--- src/rtl/tpg_pkg.sv ---
// Shared constants for the multi-mode test pattern generator.
// Mode encodings and a constant-evaluable clog2 helper.
package tpg_pkg;

  localparam logic [2:0] MODE_BARS  = 3'd0;
  localparam logic [2:0] MODE_GRAY  = 3'd1;
  localparam logic [2:0] MODE_CHECK = 3'd2;
  localparam logic [2:0] MODE_BOX   = 3'd3;
  localparam logic [2:0] MODE_GRID  = 3'd4;
  localparam logic [2:0] MODE_RED   = 3'd5;
  localparam logic [2:0] MODE_GREEN = 3'd6;
  localparam logic [2:0] MODE_BLUE  = 3'd7;

  function automatic int clog2(input int value);
    int r;
    r = 0;
    for (int i = 0; i < 31; i++) begin
      if ((1 << i) < value) r = i + 1;
    end
    return r;
  endfunction

endpackage

--- src/rtl/tpg_box_anim.sv ---
// Bouncing box position: x/y registers plus direction flags, stepped once per frame tick.
// Ports: clk, rst_n (async, active-low), tick in; box_x/box_y out (top-left corner).
module tpg_box_anim
  import tpg_pkg::*;
#(
  parameter int WIDTH    = 1024,
  parameter int HEIGHT   = 768,
  parameter int BOX_SIZE = 64,
  parameter int BOX_STEP = 2,
  parameter int XW       = 11,
  parameter int YW       = 10
) (
  input  logic          clk,
  input  logic          rst_n,
  input  logic          tick,
  output logic [XW-1:0] box_x,
  output logic [YW-1:0] box_y
);

  localparam int X_MAX = WIDTH - BOX_SIZE;
  localparam int Y_MAX = HEIGHT - BOX_SIZE;

  logic [XW-1:0] x_q, x_d;
  logic [YW-1:0] y_q, y_d;
  logic          dx_q, dx_d;
  logic          dy_q, dy_d;
  int            nx, ny;
  logic          ndx, ndy;

  // fwd=1 means moving right/down; clamp to the edge and reverse on overshoot
  function automatic void bounce(
    input  int   pos,
    input  logic fwd,
    input  int   hi,
    output int   npos,
    output logic nfwd
  );
    npos = pos;
    nfwd = fwd;
    if (fwd) begin
      if (pos + BOX_STEP > hi) begin
        npos = hi;
        nfwd = 1'b0;
      end else begin
        npos = pos + BOX_STEP;
      end
    end else if (pos < BOX_STEP) begin
      npos = 0;
      nfwd = 1'b1;
    end else begin
      npos = pos - BOX_STEP;
    end
  endfunction

  always_comb begin
    nx  = 0;
    ny  = 0;
    ndx = 1'b1;
    ndy = 1'b1;
    bounce(int'(x_q), dx_q, X_MAX, nx, ndx);
    bounce(int'(y_q), dy_q, Y_MAX, ny, ndy);
    x_d  = tick ? XW'(nx) : x_q;
    y_d  = tick ? YW'(ny) : y_q;
    dx_d = tick ? ndx : dx_q;
    dy_d = tick ? ndy : dy_q;
  end

  always_ff @(posedge clk or negedge rst_n) begin
    if (!rst_n) begin
      x_q  <= '0;
      y_q  <= '0;
      dx_q <= 1'b1;
      dy_q <= 1'b1;
    end else begin
      x_q  <= x_d;
      y_q  <= y_d;
      dx_q <= dx_d;
      dy_q <= dy_d;
    end
  end

  assign box_x = x_q;
  assign box_y = y_q;

endmodule

--- src/rtl/tpg_multipattern.sv ---
// Eight-mode test pattern generator, 2-cycle registered colour from VGA counters.
// Ports: clk, rst_n, ctr_h, ctr_v, mode_sel in; vga_r/g/b, mode_active, frame_cnt out.
module tpg_multipattern
  import tpg_pkg::*;
#(
  parameter int WIDTH       = 1024,
  parameter int HEIGHT      = 768,
  parameter int COLOR_DEPTH = 8,
  parameter int H_BITS      = 11,
  parameter int V_BITS      = 10,
  parameter int BAR_COUNT   = 8,
  parameter int CHECK_LOG2  = 5,
  parameter int BOX_SIZE    = 64,
  parameter int BOX_STEP    = 2
) (
  input  logic                   clk,
  input  logic                   rst_n,
  input  logic [H_BITS-1:0]      ctr_h,
  input  logic [V_BITS-1:0]      ctr_v,
  input  logic [2:0]             mode_sel,
  output logic [COLOR_DEPTH-1:0] vga_r,
  output logic [COLOR_DEPTH-1:0] vga_g,
  output logic [COLOR_DEPTH-1:0] vga_b,
  output logic [2:0]             mode_active,
  output logic [15:0]            frame_cnt
);

  localparam int CW         = COLOR_DEPTH;
  localparam int PW         = H_BITS + V_BITS;
  localparam int BAR_SHIFT  = clog2(WIDTH / BAR_COUNT);
  localparam int GRAY_SHIFT = clog2(WIDTH) - COLOR_DEPTH;
  localparam logic [CW-1:0] FS   = '1;
  localparam logic [CW-1:0] BG_B = {2'b01, {(CW-2){1'b0}}};

  logic [PW-1:0]     prev_q, prev_d;
  logic [H_BITS-1:0] h1_q, h1_d;
  logic [V_BITS-1:0] v1_q, v1_d;
  logic              blank1_q, blank1_d;
  logic [2:0]        mode_q, mode_d;
  logic [15:0]       frame_q, frame_d;
  logic [CW-1:0]     r_q, r_d;
  logic [CW-1:0]     g_q, g_d;
  logic [CW-1:0]     b_q, b_d;
  logic              tick;
  logic [H_BITS-1:0] box_x;
  logic [V_BITS-1:0] box_y;

  // prev resets to all-ones so the first origin after reset ticks
  assign tick = (ctr_h == '0) && (ctr_v == '0) && (prev_q != '0);

  always_comb begin
    prev_d   = {ctr_h, ctr_v};
    h1_d     = ctr_h;
    v1_d     = ctr_v;
    blank1_d = ({1'b0, ctr_h} >= (H_BITS + 1)'(WIDTH))
            || ({1'b0, ctr_v} >= (V_BITS + 1)'(HEIGHT));
    mode_d   = tick ? mode_sel : mode_q;
    frame_d  = tick ? frame_q + 16'd1 : frame_q;
  end

  tpg_box_anim #(
    .WIDTH    (WIDTH),
    .HEIGHT   (HEIGHT),
    .BOX_SIZE (BOX_SIZE),
    .BOX_STEP (BOX_STEP),
    .XW       (H_BITS),
    .YW       (V_BITS)
  ) u_box (
    .clk   (clk),
    .rst_n (rst_n),
    .tick  (tick),
    .box_x (box_x),
    .box_y (box_y)
  );

  logic [2:0]    bar;
  logic [CW-1:0] gray;
  logic          in_box;
  logic          on_grid;
  logic          chk;

  assign bar  = 3'(h1_q >> BAR_SHIFT);
  assign gray = CW'(h1_q >> GRAY_SHIFT);
  assign chk  = h1_q[CHECK_LOG2] ^ v1_q[CHECK_LOG2];

  assign in_box = (int'(h1_q) >= int'(box_x))
               && (int'(h1_q) < int'(box_x) + BOX_SIZE)
               && (int'(v1_q) >= int'(box_y))
               && (int'(v1_q) < int'(box_y) + BOX_SIZE);

  assign on_grid = (h1_q == '0)
                || (h1_q == H_BITS'(WIDTH - 1))
                || (h1_q == H_BITS'(WIDTH / 2))
                || (v1_q == '0)
                || (v1_q == V_BITS'(HEIGHT - 1))
                || (v1_q == V_BITS'(HEIGHT / 2));

  always_comb begin
    r_d = '0;
    g_d = '0;
    b_d = '0;
    if (!blank1_q) begin
      unique case (mode_q)
        MODE_BARS: begin
          r_d = {CW{bar[0]}};
          g_d = {CW{bar[1]}};
          b_d = {CW{bar[2]}};
        end
        MODE_GRAY: begin
          r_d = gray;
          g_d = gray;
          b_d = gray;
        end
        MODE_CHECK: begin
          r_d = {CW{chk}};
          g_d = {CW{chk}};
          b_d = {CW{chk}};
        end
        MODE_BOX: begin
          r_d = in_box ? FS : '0;
          g_d = in_box ? FS : '0;
          b_d = in_box ? FS : BG_B;
        end
        MODE_GRID: begin
          r_d = {CW{on_grid}};
          g_d = {CW{on_grid}};
          b_d = {CW{on_grid}};
        end
        MODE_RED:   r_d = FS;
        MODE_GREEN: g_d = FS;
        MODE_BLUE:  b_d = FS;
      endcase
    end
  end

  always_ff @(posedge clk or negedge rst_n) begin
    if (!rst_n) begin
      prev_q   <= '1;
      h1_q     <= '0;
      v1_q     <= '0;
      blank1_q <= 1'b0;
      mode_q   <= '0;
      frame_q  <= '0;
      r_q      <= '0;
      g_q      <= '0;
      b_q      <= '0;
    end else begin
      prev_q   <= prev_d;
      h1_q     <= h1_d;
      v1_q     <= v1_d;
      blank1_q <= blank1_d;
      mode_q   <= mode_d;
      frame_q  <= frame_d;
      r_q      <= r_d;
      g_q      <= g_d;
      b_q      <= b_d;
    end
  end

  assign vga_r       = r_q;
  assign vga_g       = g_q;
  assign vga_b       = b_q;
  assign mode_active = mode_q;
  assign frame_cnt   = frame_q;

endmodule

--- config.mk ---
export PLATFORM = sky130hd
export DESIGN_NAME = tpg_multipattern
export DESIGN_NICKNAME = d
export VERILOG_FILES = /design/src/rtl/tpg_pkg.sv /design/src/rtl/tpg_box_anim.sv /design/src/rtl/tpg_multipattern.sv
export SDC_FILE = /design/constraint.sdc
export NUM_CORES = 1
export LEC_CHECK = 0
export ABC_AREA = 1
export BUFFER_PORTS_ARGS = -buffer_cell sky130_fd_sc_hd__buf_2
export CAP_MARGIN = 5
export CELL_PAD_IN_SITES_DETAIL_PLACEMENT = 0
export CELL_PAD_IN_SITES_GLOBAL_PLACEMENT = 2
export CORE_MARGIN = 2
export CORE_UTILIZATION = 38
export CTS_BUF_LIST = sky130_fd_sc_hd__clkbuf_8
export DETAILED_ROUTE_END_ITERATION = 6
export PLACE_DENSITY_LB_ADDON = 0.1
export SLEW_MARGIN = 20
export SYNTH_ARGS = -nofsm -noshare
export SYNTH_HDL_FRONTEND = slang
export SYNTH_SLANG_ARGS = --single-unit
--- constraint.sdc ---
create_clock -name clk -period 4 [get_ports clk]
set_input_delay 0.2 -clock clk [delete_from_list [all_inputs] [get_ports clk]]
set_output_delay 0.2 -clock clk [all_outputs]
set_load 0.03 [all_outputs]
# Word-level counts from Yosys, hierarchy flattened
# Index checks and enable logic that the tools add are counted.
# op_classes
addsub,7
order_cmp,10
eq_ne,11
n_mux,20
bitwise_logic,1
reduce_logical,17
# op_table
cell,count
$pmux 8 s6,3
$mux 8,5
$mux 11,3
$mux 10,3
$eq 11x10->1 const B,2
$logic_not 11->1,2
$reduce_bool 21->1,1
$logic_not 10->1,2
$add 16x1->16 const B,1
$add 11x2->12 const B,1
$add 11x7->12 const B,1
$eq 3x3->1 const B,4
$gt 12x10->1 const B,1
$lt 11x12->1,1
$add 10x2->11 const B,1
$add 10x7->11 const B,1
$ge 11x11->1,1
$ge 11x11->1 const B,1
$gt 11x10->1 const B,1
$lt 10x11->1,1
$lt 11x2->1 const B,1
$sub 11x2->11 const B,1
$eq 10x10->1 const B,1
$eq 10x9->1 const B,1
other kinds (11),26
# totals
register_bits,109
input_bits,26
output_inout_bits,43
wordCells,79

# Depth between registers and ports, before layout
# Gate-level depths: netlist of the first run.
# depth
depth_word,8
depth_mapped,20
ltp_nobuf,18

# Modules after synthesis
# From an unflattened synthesis of the first run, not the netlist that was laid out.
# unflattened
hier_cells,853
hier_area_um2,6422.4
# modules_own_cells
mod,n_inst,cells_per_inst,area_per_inst_um2,seq_area_each_um2
tpg_multipattern,1,547,4511.8,2178.3
tpg_box_anim,1,306,1910.6,528.0

# Least setup slack after synthesis of the first run
# OpenSTA, ideal clock, no wires.
# synth_path
path_kind,register to register
start,register u_box.x_q[6] (netlist: u_box.box_x[6])
end,register g_q[0] (netlist: vga_g[0])
setup_ns,0.113
t_arrival_ns,2.068
required_ns,3.887
setup_slack_ns,1.819
stages_incl_launch_ff,18
n_path_buf,2
synth_period_minus_slack_ns,2.181
path_cell_list,dfrtp_1 -> buf_2 -> inv_1 -> ha_1 -> inv_1 -> ha_1 -> nand2_1 -> nor2_1 -> nor2_1 -> nand2_1 -> nand2_1 -> nand2_1 -> nor2_2 -> nor2_2 -> buf_6 -> nand3_1 -> nand2_1 -> inv_1
# synth_between
elab_chain_len,8
elab_cells_between_ends,9
classes_between,add/sub (1); order compare (2); mux (3); reduce/logical (3)
# synth_lines
item,line_no,text
"start, declared",tpg_box_anim.sv:23,"logic [XW-1:0] x_q, x_d;"
"start signal, assigned",tpg_box_anim.sv:70,x_q <= '0;
"start signal, assigned",tpg_box_anim.sv:75,x_q <= x_d;
$add 11x7->12,tpg_multipattern.sv:87,&& (int'(h1_q) < int'(box_x) + BOX_SIZE)
$lt 11x12->1,tpg_multipattern.sv:87,
$logic_and 1x1->1 *,tpg_multipattern.sv:87,
$logic_and 1x1->1 *,tpg_multipattern.sv:88,&& (int'(v1_q) >= int'(box_y))
$logic_and 1x1->1 *,tpg_multipattern.sv:89,&& (int'(v1_q) < int'(box_y) + BOX_SIZE);
$mux 8 *,tpg_multipattern.sv:121,g_d = in_box ? FS : '0;
$pmux 8 s6 *,tpg_multipattern.sv:103,unique case (mode_q)
$mux 8 *,tpg_multipattern.sv:102,if (!blank1_q) begin
via g_d[0],tpg_multipattern.sv:42,"logic [CW-1:0] g_q, g_d;"
"end signal, assigned",tpg_multipattern.sv:155,g_q <= g_d;
"end, declared",tpg_multipattern.sv:42,
# Mark *: on every way through the listed nets, which the timed path passes. The rest lies on a longest branch.
# A chain may end at the register's enable or synchronous reset.

# Worst setup path after layout of the first run
# layout_path
start,register u_box.x_q[6] (netlist: u_box.box_x[6])
end,register g_q[3] (netlist: vga_g[3])
# Same word-level chain as after synthesis.

==> qor.csv, run 1 <==
metric,value,unit
tightest hold margin,0.04945,ns
Worst Path Required,4.29,ns
post-cts gate resize count,0,
clk root buf,clkbuf_8,
Synth Instances,838,
area of the multi-input gates,3048,sq um
Final #Nets,986,
initial antenna violation count,0,
"Hold Violations, Final",0,
Worst Setup End Kind,flop,
Row Count,47,
Cell variety after synth,35,
DR vias/cell,4.662,
# diodes,0,
largest area contributor in the netlist,dfrtp_1,
Die Ht,133.3,um
GPL Wtd Cong,0.7835,
initial core utilization,38.59,%
DP HPWL,11830,um
Final min period,2.913,ns
Mean Syn Cell Area,7.583,sq um
total track usage,18.76,%
Max-Cap Viols,0,
GRT overflow,0,
H-tree levels,3,
Leakage,3.993,nW
setup violators final,0,
CP Launch Type,flop,
syn_nets,901,
filler instances,1708,
peak fanout along the critical path,23,
Final period util,72.83,%
routed len/inst,13.64,um
Max-slew headroom,45.47,%
Syn Std Cell Area,6355,sq um
# IOs,69,
Setup TNS Final,0,ns
Hold Crit Class,in2reg,
CTS tree,done,
RSZ-0062 raised after global routing,no,
routed vias,5352,
Area Growth Syn to Fin,14.61,%
P per Cell Area,267.9,nW/um^2
Ys Warns,0,
initial DRC count,241,
Peak VDD IR,0.1822,mV
PortBufs,68,
WP data arrival,3.20,ns
final wirelength,15660,um
Slew @ Worst Pin,0.8171,ns
TritonCTS Buffers,9,
Core ar.,16470,sq um
vias in the first global route,5279,
pin count of the biggest net entering global routing,47,
top-area cell type share of the netlist area,33.08,%
first-pass GRT wire length,26670,um
CTS Buffer Depth,2,
Clock transition at path regs,0.11,ns
fin util,44.23,%
worst skew pair latency,0.39,ns
max-slew violation count,0,
full die area,17770,sq um
Setup CP Type,reg2reg,
Reg area,2706,sq um
CTS sink cnt,107,
layout cells sized above 1,14.44,%
sequential share of the synthesized area,42.59,%
post-synthesis register bit count,107,
first drt pass iteration count,5,
skew final,0.01235,ns
top post-synthesis cells by area,"dfrtp_1 33%, nand2_1 14%, dfstp_2 9.5%",
Die X,133.3,um
antenna-violating nets left,0,
status,finished clean,
Max Clk Rate,0.3432,GHz
# DRC,0,
==> critical path, stage by stage, from the launching register on <==
cell and delay (ns):
dfrtp_1 0.59, ha_1 0.28, nand3_1 0.11, nor2_1 0.15, nor2_1 0.07, ha_1 0.29
nand3_1 0.07, a21oi_1 0.14, nand2_1 0.08, nand2_1 0.07, nor2_2 0.04, nor2_2 0.61
nand3_1 0.16, nand2_1 0.10, inv_1 0.05
==> cell type report <==
type,instances,share of cell area (%)
tap,220,3.779
multi-input combinational,588,41.85
timing repair buffer,93,8.040
inverter,124,6.391
clock buffer,9,1.701
sequential,107,37.16
clock inverter,7,1.082
==> cells by family after synthesis <==
kind of cell	count (synthesis)	share of synthesized area, %
AND/OR/NAND/NOR	451	30.34
buffers and inverters	143	9.451
flip-flops	107	42.59
AO/OA/AOI/OAI	69	6.064
adder cells (fa/ha/maj)	37	7.285
XOR/XNOR	31	4.272
==> per-stage QoR <==
| step | worst slack (ns) | cell area [sq um] | instances | power [W] |
|---|---|---|---|---|
| floorplan | 1.819 | 6355 | 838 | 0.001217 |
| global placement | 1.115 | 6860 | 1110 | 0.001285 |
| detailed placement | 1.059 | 6860 | 1110 | 0.001288 |
| CTS | 1.027 | 7283 | 1148 | 0.001998 |
| global route | 0.7166 | 7283 | 1148 | 0.002060 |
| finish | 1.087 | 7283 | 1148 | 0.001951 |
==> power by group <==
| group | leakage [nW] | total, W | internal, W | switching, W |
|---|---|---|---|---|
| clock network | 0.102 | 0.000671 | 0.000249 | 0.000421 |
| registers | 1.30 | 0.00114 | 0.00112 | 0.0000209 |
| logic | 2.59 | 0.000143 | 0.0000560 | 0.0000866 |
| total | 3.99 | 0.00195 | 0.00142 | 0.000529 |
==> sequential cells by signal, summed over array words and instances (netlist names) <==
name / cells
prev_q: 21
frame_cnt: 16
h1_q: 11
u_box.box_x: 10
v1_q: 10
u_box.box_y: 9
vga_b: 8
vga_g: 8
vga_r: 8
mode_active: 3
blank1_q: 1
u_box.dx_q: 1
u_box.dy_q: 1
==> path summary, 6_finish.rpt <==
kind	from	end	slack (ns)	depth (start not counted)
hold reg to reg	frame_cnt[15]	frame_cnt[15]	0.55	2
setup / recovery	u_box.box_x[6]	vga_g[3]	1.09	14
max in group asynchronous	rst_n	prev_q[11]	2.72	3
setup reg to reg	u_box.box_x[6]	vga_g[3]	1.09	14
hold / removal	mode_sel[2]	mode_active[2]	0.05	3
min in group asynchronous	rst_n	vga_b[2]	0.35	2
==> cell usage after synthesis <==
| cell | count |
|---|---|
| nor3_2 | 2 |
| a21oi_1 | 30 |
| nand3b_1 | 3 |
| inv_1 | 119 |
| clkbuf_1 | 1 |
| dfrtp_1 | 84 |
| dfstp_2 | 23 |
| nand3_2 | 2 |
| a21o_1 | 3 |
| nand2_2 | 3 |
| or2_2 | 1 |
| o21ai_0 | 22 |
| nand2_1 | 243 |
| nor2_1 | 78 |
| buf_2 | 9 |
| xor2_1 | 25 |
| a22oi_1 | 1 |
| xnor2_1 | 6 |
| ha_1 | 37 |
| a21oi_2 | 4 |
| buf_6 | 5 |
| or2_1 | 3 |
| and2_1 | 1 |
| nor4_1 | 9 |
| or2_0 | 1 |
| o21bai_1 | 2 |
| a211oi_2 | 1 |
| o21ai_1 | 5 |
| o31ai_1 | 1 |
| nand4_1 | 12 |
| buf_4 | 4 |
| nor3_1 | 19 |
| inv_2 | 5 |
| nor2_2 | 6 |
| nand3_1 | 68 |
==> cell usage in the layout, fill, tap and decap left out, drive strengths merged <==
master / synthesis / layout
o31ai: 1 / 1
nand3: 70 / 70
a22oi: 1 / 1
a21o: 3 / 3
nor3: 21 / 21
nand3b: 3 / 3
buf: 18 / 71
or2: 5 / 5
o21ai: 27 / 27
ha: 37 / 37
a21oi: 34 / 34
clkbuf: 1 / 9
dfrtp: 84 / 84
nand4: 12 / 12
xnor2: 6 / 6
inv: 124 / 128
clkinv: 0 / 3
dfstp: 23 / 23
nor4: 9 / 9
a211oi: 1 / 1
nand2: 246 / 246
o21bai: 2 / 2
and2: 1 / 1
dlygate4sd3: 0 / 22
nor2: 84 / 84
xor2: 25 / 25
==> metal layers <==
layer  vias up  routed length, um  track usage [%]
li1       2805                  -                -
met4         0                142            4.846
met1      2472               7530            24.71
met5         -                  0                0
met2        64               7632            32.07
met3        11                350            3.234
==> timing repair <==
action | 4_1_cts | 5_1_grt
endpoints found under the setup margin | 0 | 0
hold buffers | 22 | 0
hold endpoints to repair | 81 | 0
setup buffers | 0 | 0
No activity file was read; power rests on OpenSTA's default activity.
==> inputs of run 2 (changes only) <==
Settings changed: CORE_UTILIZATION 38 to 36.
Clock period 4 ns to 2.93 ns, I/O delays scaled along.
==> qor.csv, run 2 (synthesis gave the netlist of run 1 again) <==
metric,value,unit,change
initial core utilization,36.74,%,-1.9 points
CTS sink cnt,107,,unchanged
DR vias/cell,4.768,,+2.3%
# DRC,0,,unchanged
H-tree levels,3,,unchanged
"Hold Violations, Final",0,,unchanged
number of flip-flops in the largest register,21,,unchanged
Clock transition at path regs,0.13,ns,+0.02 ns
Max Clk Rate,0.3905,GHz,+14%
RSZ-0062 raised after global routing,no,,
Row Count,48,,+2.1%
Slew @ Worst Pin,0.6691,ns,-0.1480 ns
Leakage,4.025,nW,+0.80%
filler instances,1805,,+5.7%
"commonest cells after routing, fill and taps aside","243 x nand2_1, 119 x inv_1, 84 x dfrtp_1",,
Worst Setup End Kind,flop,,
Core ar.,17300,sq um,+5.0%
CP Launch Type,flop,,
# diodes,0,,unchanged
Die Ht,136.9,um,+2.7%
Worst R2R Start,u_box.box_x[6],,
"commonest non-fill, non-tap cell in the layout",nand2_1,,
worst r2r dst,vga_r[7],,
initial DRC count,233,,-3.3%
setup violators final,0,,unchanged
Max-slew headroom,55.35,%,+9.9 points
max-slew violation count,0,,unchanged
vias in the first global route,5447,,+3.2%
Hold Crit Class,in2async,,
Die X,136.9,um,+2.7%
max layer used,met4,,
Final #Nets,990,,+0.41%
WP data arrival,2.86,ns,-0.34 ns
total track usage,18.66,%,-0.097 points
CP Cell Sequence,ha_1 -> nand3_1 -> nor2_1 -> nor2_1 -> ha_1 -> nand3_1 -> a21oi_1 -> nand2_1 -> nand2_1 -> nor2_2 -> nor2_2 -> buf_4 -> nand3_1 -> nand2_1 -> inv_1,,
TritonCTS Buffers,9,,unchanged
skew final,0.01170,ns,-0.0006518 ns
first-pass GRT wire length,27110,um,+1.7%
Setup TNS Final,0,ns,unchanged
Final period util,87.39,%,+15 points
Area Growth Syn to Fin,15.89,%,
antenna-violating nets left,0,,unchanged
full die area,18730,sq um,+5.4%
first drt pass iteration count,4,,-1
PortBufs,68,,unchanged
peak fanout along the critical path,23,,unchanged
clk root buf,clkbuf_8,,
Peak VDD IR,0.2609,mV,+43%
Reg with most FFs,prev_q,,
Worst R2R Setup Slack,0.37,ns,-0.72 ns
Setup CP Type,reg2reg,,
met2 routed WL,8010,um,+5.0%
initial antenna violation count,0,,unchanged
met1 wire length,7625,um,+1.3%
Worst path max stage delay,0.59,ns,-0.02 ns
Max-Cap Viols,0,,unchanged
layout cells sized above 1,14.48,%,+0.045 points
GRT overflow,0,,unchanged
status,finished clean,,
routed vias,5516,,+3.1%
# IOs,69,,unchanged
pin count of the biggest net entering global routing,46,,-2.1%
reg2reg path depth,15,,+1
P per Cell Area,380.2,nW/um^2,+42%
CTS Buffer Depth,2,,unchanged
slowest CP cell,dfrtp_1,,
CTS tree,done,,
Final min period,2.561,ns,-0.3528 ns
DP HPWL,12120,um,+2.5%
final wirelength,16310,um,+4.2%
Worst Slack Setup Final,0.3694,ns,-0.7172 ns
routed len/inst,14.10,um,+3.4%
Worst Path Required,3.23,ns,-1.06 ns
met3 WL,470,um,+34%
Place WS,0.3793,ns,-0.6794 ns
GPL Wtd Cong,0.8027,,+2.5%
worst skew pair latency,0.41,ns,+0.02 ns
-- run 2: final cells by class --
cell class	instances	area, sq um	share of cell area (%)
Sequential cell	107	2706	36.75
Clock buffer	9	123.9	1.682
Timing Repair Buffer	97	635.6	8.631
Inverter	124	465.4	6.320
Clock inverter	7	103.9	1.410
Multi-Input combinational cell	588	3048	41.39
Tap cell	225	281.5	3.823
-- run 2: report_power, final --
part,total (W),internal (W),switching (W)
sequential,0.00156,0.00152,0.0000301
clock,0.00104,0.000375,0.000669
combinational,0.000201,0.0000810,0.000120
total,0.00280,0.00198,0.000819
-- run 2: what timing repair did --
action,in CTS,in global routing
buffers inserted,0,0
gates resized for setup,0,0
hold buffers,25,0
hold endpoints to repair,72,0
-- run 2: metal layers --
metal / vias to the layer above / GRT usage (%)
met5: - / 0
met4: 0 / 5.899
met3: 12 / 2.556
met2: 73 / 31.75
met1: 2617 / 24.59
li1: 2814 / -
-- run 2: worst max path at each step --
stage                     endpoint      startpoint  depth (start not counted)  slack [ns]
final                     vga_r[7]  u_box.box_x[6]                         15        0.37
after global routing      vga_r[0]  u_box.box_x[6]                         15         0.1
after floorplan           vga_g[0]  u_box.box_x[6]                         17        0.75
after detailed placement  vga_b[4]  u_box.box_x[6]                         15        0.38
after CTS                 vga_b[4]  u_box.box_x[6]                         15        0.37
after global placement    vga_r[2]  u_box.box_x[6]                         15        0.44
-- run 2: stage by stage --
step	std cells	total power, W	hold slack, ns	utilization [%]	instance area, sq um
floorplan	838	0.001661	-0.1491	-	6355
global placement	1116	0.001757	0.1737	39.81	6887
detailed placement	1116	0.001762	0.1939	39.81	6887
CTS	1157	0.002861	0.2687	42.58	7365
global route	1157	0.002957	0.3210	42.58	7365
finish	1157	0.002800	0.2659	42.58	7365
-- run 2: worst max-delay path, delay by kind of cell (launching register included) --
family	cells	cell delay, ns
AND/OR/NAND/NOR	10	0.84
flip-flops	1	0.59
adder cells (fa/ha/maj)	2	0.57
buffers and inverters	2	0.30
AO/OA/AOI/OAI	1	0.16
